[src/rtl/approx_mult_arbiter.sv]
// approx_mult_arbiter
// Round-robin front end for a shared external 8x8 approximate multiplier.
// Two requesters compete for a single-entry issue stage (S1); S1 drives the
// multiplier operands and the returned product is folded into a per-requester
// 20-bit accumulator as it moves into the single-entry response stage (S2).
//
// Ports
//   clk, rst                 clock, asynchronous active-high reset
//   reqN_valid/a/b/acc       requester N operation (acc=1 accumulate, 0 load)
//   reqN_ready               requester N accepted when valid & ready
//   mult_a, mult_b           operands to the shared multiplier (0 when S1 empty)
//   mult_p                   combinational product from the multiplier
//   rsp_valid/id/data        response register contents
//   rsp_ready                consumer accepts response when valid & ready
module approx_mult_arbiter #(
    parameter int DATA_W = 8,
    parameter int ACC_W  = 20
) (
    input  logic                  clk,
    input  logic                  rst,
    input  logic                  req0_valid,
    input  logic [DATA_W-1:0]     req0_a,
    input  logic [DATA_W-1:0]     req0_b,
    input  logic                  req0_acc,
    output logic                  req0_ready,
    input  logic                  req1_valid,
    input  logic [DATA_W-1:0]     req1_a,
    input  logic [DATA_W-1:0]     req1_b,
    input  logic                  req1_acc,
    output logic                  req1_ready,
    output logic [DATA_W-1:0]     mult_a,
    output logic [DATA_W-1:0]     mult_b,
    input  logic [2*DATA_W-1:0]   mult_p,
    output logic                  rsp_valid,
    output logic                  rsp_id,
    output logic [ACC_W-1:0]      rsp_data,
    input  logic                  rsp_ready
);

    localparam int PROD_W = 2 * DATA_W;

    function automatic logic [ACC_W-1:0] prod_zext(input logic [PROD_W-1:0] p);
        return {{(ACC_W-PROD_W){1'b0}}, p};
    endfunction

    // Accumulation wraps modulo 2^ACC_W; carry out is deliberately dropped.
    function automatic logic [ACC_W-1:0] acc_wrap_add(input logic [ACC_W-1:0] acc,
                                                      input logic [PROD_W-1:0] p);
        return acc + prod_zext(p);
    endfunction

    logic              s1_vld_q, s1_vld_d;
    logic              s1_id_q, s1_id_d;
    logic [DATA_W-1:0] s1_a_q, s1_a_d;
    logic [DATA_W-1:0] s1_b_q, s1_b_d;
    logic              s1_acc_q, s1_acc_d;
    logic              rsp_vld_q, rsp_vld_d;
    logic              rsp_id_q, rsp_id_d;
    logic [ACC_W-1:0]  rsp_data_q, rsp_data_d;
    logic [ACC_W-1:0]  acc0_q, acc0_d;
    logic [ACC_W-1:0]  acc1_q, acc1_d;
    // Requester preferred on a tie; cleared so the first tie goes to 0.
    logic              ptr_q, ptr_d;

    logic              s2_free, s1_adv, s1_open;
    logic              win0, win1, grant0, grant1;
    logic [ACC_W-1:0]  acc_cur, acc_new;

    assign s2_free = !rsp_vld_q || rsp_ready;
    assign s1_adv  = s1_vld_q && s2_free;
    assign s1_open = !s1_vld_q || s1_adv;

    // Winner depends only on valids and the pointer, never on operands.
    assign win0 = req0_valid && (!req1_valid || !ptr_q);
    assign win1 = req1_valid && (!req0_valid ||  ptr_q);

    // Gated by rst so nothing is accepted while reset is held.
    assign req0_ready = !rst && s1_open && win0;
    assign req1_ready = !rst && s1_open && win1;
    assign grant0     = req0_valid && req0_ready;
    assign grant1     = req1_valid && req1_ready;

    assign mult_a    = s1_vld_q ? s1_a_q : '0;
    assign mult_b    = s1_vld_q ? s1_b_q : '0;
    assign rsp_valid = rsp_vld_q;
    assign rsp_id    = rsp_id_q;
    assign rsp_data  = rsp_data_q;

    assign acc_cur = s1_id_q ? acc1_q : acc0_q;
    assign acc_new = s1_acc_q ? acc_wrap_add(acc_cur, mult_p) : prod_zext(mult_p);

    always_comb begin
        s1_vld_d   = s1_vld_q;
        s1_id_d    = s1_id_q;
        s1_a_d     = s1_a_q;
        s1_b_d     = s1_b_q;
        s1_acc_d   = s1_acc_q;
        rsp_vld_d  = rsp_vld_q;
        rsp_id_d   = rsp_id_q;
        rsp_data_d = rsp_data_q;
        acc0_d     = acc0_q;
        acc1_d     = acc1_q;
        ptr_d      = ptr_q;

        // S1 -> S2: the accumulator is written in the same cycle the response
        // is captured, so the next op from the same requester (now in S1)
        // already reads the updated value.
        if (s1_adv) begin
            rsp_vld_d  = 1'b1;
            rsp_id_d   = s1_id_q;
            rsp_data_d = acc_new;
            if (s1_id_q) acc1_d = acc_new;
            else         acc0_d = acc_new;
        end else if (rsp_ready) begin
            rsp_vld_d = 1'b0;
        end

        // Request -> S1
        if (grant0 || grant1) begin
            s1_vld_d = 1'b1;
            s1_id_d  = grant1;
            s1_a_d   = grant1 ? req1_a   : req0_a;
            s1_b_d   = grant1 ? req1_b   : req0_b;
            s1_acc_d = grant1 ? req1_acc : req0_acc;
            ptr_d    = grant0;
        end else if (s1_adv) begin
            s1_vld_d = 1'b0;
        end
    end

    always_ff @(posedge clk or posedge rst) begin
        if (rst) begin
            s1_vld_q   <= 1'b0;
            s1_id_q    <= 1'b0;
            s1_a_q     <= '0;
            s1_b_q     <= '0;
            s1_acc_q   <= 1'b0;
            rsp_vld_q  <= 1'b0;
            rsp_id_q   <= 1'b0;
            rsp_data_q <= '0;
            acc0_q     <= '0;
            acc1_q     <= '0;
            ptr_q      <= 1'b0;
        end else begin
            s1_vld_q   <= s1_vld_d;
            s1_id_q    <= s1_id_d;
            s1_a_q     <= s1_a_d;
            s1_b_q     <= s1_b_d;
            s1_acc_q   <= s1_acc_d;
            rsp_vld_q  <= rsp_vld_d;
            rsp_id_q   <= rsp_id_d;
            rsp_data_q <= rsp_data_d;
            acc0_q     <= acc0_d;
            acc1_q     <= acc1_d;
            ptr_q      <= ptr_d;
        end
    end

endmodule

[config.mk]
export PLATFORM = sky130hd
export DESIGN_NAME = approx_mult_arbiter
export DESIGN_NICKNAME = d
export VERILOG_FILES = /design/src/rtl/approx_mult_arbiter.sv
export SDC_FILE = /design/constraint.sdc
export NUM_CORES = 1
export LEC_CHECK = 0
export BUFFER_PORTS_ARGS = -buffer_cell sky130_fd_sc_hd__buf_2
export CORE_UTILIZATION = 50
export CTS_CLUSTER_DIAMETER = 150
export CTS_CLUSTER_SIZE = 24
export DETAILED_ROUTE_END_ITERATION = 12
export PLACE_DENSITY = 0.72
export SLEW_MARGIN = 20
export SYNTH_ARGS = -nofsm -noshare
export SYNTH_HDL_FRONTEND = slang
export SYNTH_SLANG_ARGS = --single-unit
[constraint.sdc]
create_clock -name clk -period 8.5 [get_ports clk]
set_input_delay 1.275 -clock clk [delete_from_list [all_inputs] [get_ports clk]]
set_output_delay 1.275 -clock clk [all_outputs]
set_load 0.005 [all_outputs]
# Word level (Yosys, flattened, before mapping)
# Cells that the tools add are included.
[op_classes]
add_sub_neg = 1
mux = 11
n_bitwise = 1
reduce_logical = 23
[op_table]
columns = ["operator", "count"]
rows = [
  ["2-to-1 mux 20 bit", 2],
  ["2-to-1 mux 8 bit", 4],
  ["adder 20 x 16 -> 20 bit", 1],
  ["logical AND 1 bit", 8],
  ["zero test 1 bit", 6],
  ["logical OR 1 bit", 5],
  ["2-to-1 mux 1 bit", 5],
  ["AND reduction 2 bit", 2],
  ["nonzero test 2 bit", 2],
  ["inverter 1 bit", 1],
]
[totals]
register_bits = 82
in_bits = 55
out_inout_bits = 40
elab_cells = 47

# Longest topological paths before layout
[logic_depth]
ltp_word = 9
mapped_depth = 13

# Worst setup path after synthesis
# Ideal clock, no wire load.
[synth_timing]
path_type = "register to register"
startpoint = "reg s1_id_q"
endpoint = "reg acc1_q[16]"
setup_time_ns = 0.120
arrival_ns = 3.270
required_time_ns = 8.380
slack_ns = 5.110
path_stages_with_launch = 13
n_path_buf = 3
synth_period_minus_slack_ns = 3.390
path_cell_list = "dfrtp_1 > clkbuf_1 > buf_2 > buf_1 > mux2_2 > ha_1 > a21oi_2 > o21ai_2 > or4_4 > o2111ai_2 > nand2_2 > xnor2_2 > a31o_1"
[synth_via]
elab_chain_len = 3
elab_cells_between_ends = 4
cone_classes = "1 x add/sub; 2 x mux; 1 x reduce/logical"
[synth_lines]
columns = ["item", "line", "source"]
rows = [
  ["from (decl)", "53", "logic s1_id_q, s1_id_d;"],
  ["from (signal assigned)", "146", "s1_id_q <= s1_id_d;"],
  ["2-to-1 mux 20 bit", "89", "assign acc_cur = s1_id_q ? acc1_q : acc0_q;"],
  ["adder 20 x 16 -> 20 bit", "49", "return acc + prod_zext(p);"],
  ["2-to-1 mux 20 bit", "90", "assign acc_new = s1_acc_q ? acc_wrap_add(acc_cur, mult_p) : prod_zext(mult_p);"],
  ["to (signal assigned)", "142", "acc1_q <= '0;"],
  ["to (signal assigned)", "154", "acc1_q <= acc1_d;"],
  ["to (decl)", "61", "logic [ACC_W-1:0] acc1_q, acc1_d;"],
]
# Parallel ways exist; a longest one is shown, timed or not.
# A chain may end at the register's enable or synchronous reset.

# Final worst setup path
[layout_timing]
startpoint = "in rsp_ready"
endpoint = "out req0_ready"
[layout_via]
elab_chain_len = 5
[layout_lines]
columns = ["item", "line", "source"]
rows = [
  ["from (decl)", "37", "input logic rsp_ready"],
  ["logical OR 1 bit", "69", "assign s2_free = !rsp_vld_q || rsp_ready;"],
  ["logical AND 1 bit", "70", "assign s1_adv = s1_vld_q && s2_free;"],
  ["logical OR 1 bit", "71", "assign s1_open = !s1_vld_q || s1_adv;"],
  ["logical AND 1 bit (2 in series)", "78", "assign req0_ready = !rst && s1_open && win0;"],
  ["to (decl)", "25", "output logic req0_ready,"],
]
# Every way passes these cells.

==> impl_summary.log <==
INFO  metric route.vias.total = 3907
INFO  metric finalWorstSetupSlack = 5.033 ns
INFO  metric maxCapViolations = 0
INFO  metric drcViolationCount = 0
INFO  metric max_freq = approximately 290 MHz
INFO  metric maximum_number_of_pins_on_one_net_before_global_route_repair = 83
INFO  metric place_worst_setup_slack = 4.948 ns
INFO  metric postSynth.topFlopCell = dfrtp_1
INFO  metric avgSynthCellArea = 9.195 sq um
INFO  metric placed_cells_incl_taps = 683
INFO  metric post_cts_hold_buffer_count = 0
INFO  metric final_period_utilization = 40.79%
INFO  metric critical_path.max_fanout = 22
INFO  metric wl_per_cell = ~15 um
INFO  metric max_slew.worst_pin.slew = roughly 1.0 ns
INFO  metric ant_nets = 0
INFO  metric fp.dieArea = approximately 9700 sq um
INFO  metric grt_antenna_before_repair = 0
INFO  metric worstReg2RegStart = s1_id_q
INFO  metric drt_wl_total = 10.77 mm
INFO  metric die_x = 98.56 um
INFO  metric tritoncts = done
INFO  metric synth.area.top_cells = dfrtp_1, o21ai_0, mux2_2, nand2_1, a21oi_1
INFO  metric chipHeight = about 99 um
INFO  metric peakVddDrop = between 0.15 and 0.2 mV
INFO  metric floorplan.initialDensity = around 52%
INFO  metric worst_clock_skew = 0.01052 ns
INFO  metric setup_viol_count_final = 0
INFO  metric crit_path_start_kind = input pin
INFO  metric crit_arrival = 2.19 ns
INFO  metric minimum_clock_period = approximately 3.5 ns
INFO  metric timing_worst_setup_path_type = input pin to output pin
INFO  metric yosys_register_bits = 82
INFO  metric first_global_vias = 3838
INFO  metric placement.io_buffers = 94
INFO  metric worst_setup_path_startpoint = rsp_ready
INFO  metric dp.final_hpwl = approximately 7.6 mm
INFO  metric clock_sink_count = between 80 and 90
INFO  metric detail_route.iter0.violations = 165
INFO  metric setup.worst_path.end = req0_ready
INFO  metric leak_pwr = 2.556 nW
INFO  metric timing.rr.end = acc1_q[16]
INFO  metric utilization = 60.53%
INFO  metric yosysTopAreaCellShare = between 40% and 50%
INFO  metric wire_length_of_the_first_global_routing_pass = 18.36 mm
INFO  metric finalHoldViolCount = 0
INFO  metric grt_setup_unrepaired = no
INFO  metric nFillCells = 789
INFO  metric yosys.cell_types.count = 58
INFO  metric gr-usage-all-layers = a little under a quarter
INFO  metric worstRegToRegCells = 10
INFO  metric synth_area = around 4700 sq um
INFO  metric area_delta_synth_final = 15.43%
INFO  metric setup_tns = 0 ns
INFO  metric instances_no_fill = 700
INFO  metric fp-row-count = 34
INFO  metric tritoncts.num_buffers = 9
INFO  metric worst_ep_required_time = about 7.2 ns
INFO  metric reg2reg_slack = 5.35 ns
INFO  metric clk_pin_slew_worst_paths = 0.08 ns
INFO  metric synth_cells = 507
INFO  metric diodes = 0
INFO  metric hold-worst-slack = 0.4719 ns
INFO  metric synth-seq-area-share = roughly 44%
INFO  metric highest_count_cells_in_the_layout_ignoring_fill_and_taps = buf_2, dfrtp_1, nand2_1, o21ai_0, nor2_1
INFO  metric postSynthNetCount = 579
INFO  metric place.gp.congestion = 0.8518
INFO  metric fin_total_pwr = about 1.8 mW
INFO  metric p_per_area = 326.6 nW/um^2
INFO  metric cts-htree-levels = 3
INFO  metric core_area = 8891 sq um
INFO  metric outcome = finished, final reports clean
INFO  metric post_cts_resized = 0
INFO  metric clk_root_buffer_cell = clkbuf_8
INFO  metric yosys_warnings = 0
INFO  metric endpoint_kind = output pin
INFO  metric ctsLongestPathBuffers = 2
INFO  metric count_of_flip_flops_with_a_built_in_enable_after_synthesis = 0
INFO  metric mostFrequentLayoutCell = buf_2
INFO  metric number_of_slew_limit_violations_in_the_final_report = 0
INFO  metric drive_gt1_share = 25.17%
INFO  metric placed_cell_area = 5180 sq um
INFO  metric synth_top_area_cell = dfrtp_1
INFO  metric hold_path.class = flop to flop
INFO  metric gr-total-overflow = 0
INFO  metric post_drt_via_cell_ratio = ~5.6
INFO  metric final_nets = around 660
INFO  metric synth_async_sr_flop_share = 100.0%
INFO  metric number_of_optimization_iterations_in_the_first_detailed_route_pass = 4
INFO  metric post-cts-setup-buffer-count = 0
INFO  metric maxSlewHeadroom = 32.99%
INFO  metric worstSkewPairLatency = 0.35 ns
INFO  metric final_standard_cell_area_without_fillers = 5381 sq um
INFO  metric io-pin-count = 95
==> worst min-delay path by stage <==
stage          startpoint          to  depth (start not counted)
2_1_floorplan  acc1_q[10]  acc1_q[10]                          2
3_3_place_gp       rsp_id      rsp_id                          2
3_5_place_dp       rsp_id      rsp_id                          2
4_1_cts            rsp_id      rsp_id                          2
5_1_grt         acc0_q[6]   acc0_q[6]                          2
6_report           rsp_id      rsp_id                          2
==> kinds of logic after synthesis <==
| family | share of synthesized area [%] |
|---|---|
| simple gates | 18.65 |
| compound gates | 19.65 |
| flops | 44.02 |
| buf+inv | 2.872 |
| mux | 7.864 |
| fa+ha+maj | 4.724 |
| xor+xnor | 2.228 |
==> worst max-delay path: stages <==
cell	delay, ns
buf_2	0.11
nor2b_1	0.15
a21oi_1	0.09
buf_4	0.24
and3_1	0.21
buf_2	0.13
==> synthesized netlist by cell type, types with 6 or more instances <==
library cell and number:
nand3b_1 18, mux2_2 21, dfrtp_1 82, a31oi_1 6, nand2_1 61, mux2i_1 13
o21ai_1 9, a21oi_1 40, ha_1 16, clkbuf_1 25, and2_1 18, xnor2_1 8
a21o_1 10, o21ai_0 56, nor2_1 44
==> state kept, by name (all words and copies together), names as in the netlist <==
register,count
rsp_data,20
ptr_q,1
rsp_id,1
s1_vld_q,1
acc0_q,20
s1_acc_q,1
s1_id_q,1
acc1_q,20
s1_a_q,8
s1_b_q,8
rsp_valid,1
==> where the power goes <==
group / internal (mW) / total (mW) / switching, mW
sequential: 0.540 / 0.627 / 0.0867
combinational: 0.388 / 0.856 / 0.468
clock: 0.135 / 0.275 / 0.140
==> per-layer routing <==
layer / global-route usage, % / vias to the layer above / routed length (um)
li1: - / 1954 / -
met1: 32.47 / 1863 / 5140
met2: 37.54 / 74 / 5088
met3: 3.759 / 16 / 367
met4: 9.759 / 0 / 174
met5: 0 / - / 0
==> final cells by class <==
type                    count  area [sq um]  share of cell area, %
inverters                   6         23.77                 0.4418
clock inverters             5         55.05                  1.023
flip-flops and latches     82          2052                  38.13
multi-input cells         390          2476                  46.01
well taps                 108         135.1                  2.511
clock buffers              11         131.4                  2.441
repair buffers             98         508.0                  9.440
Note: power is estimated with default switching activity, not from simulation.
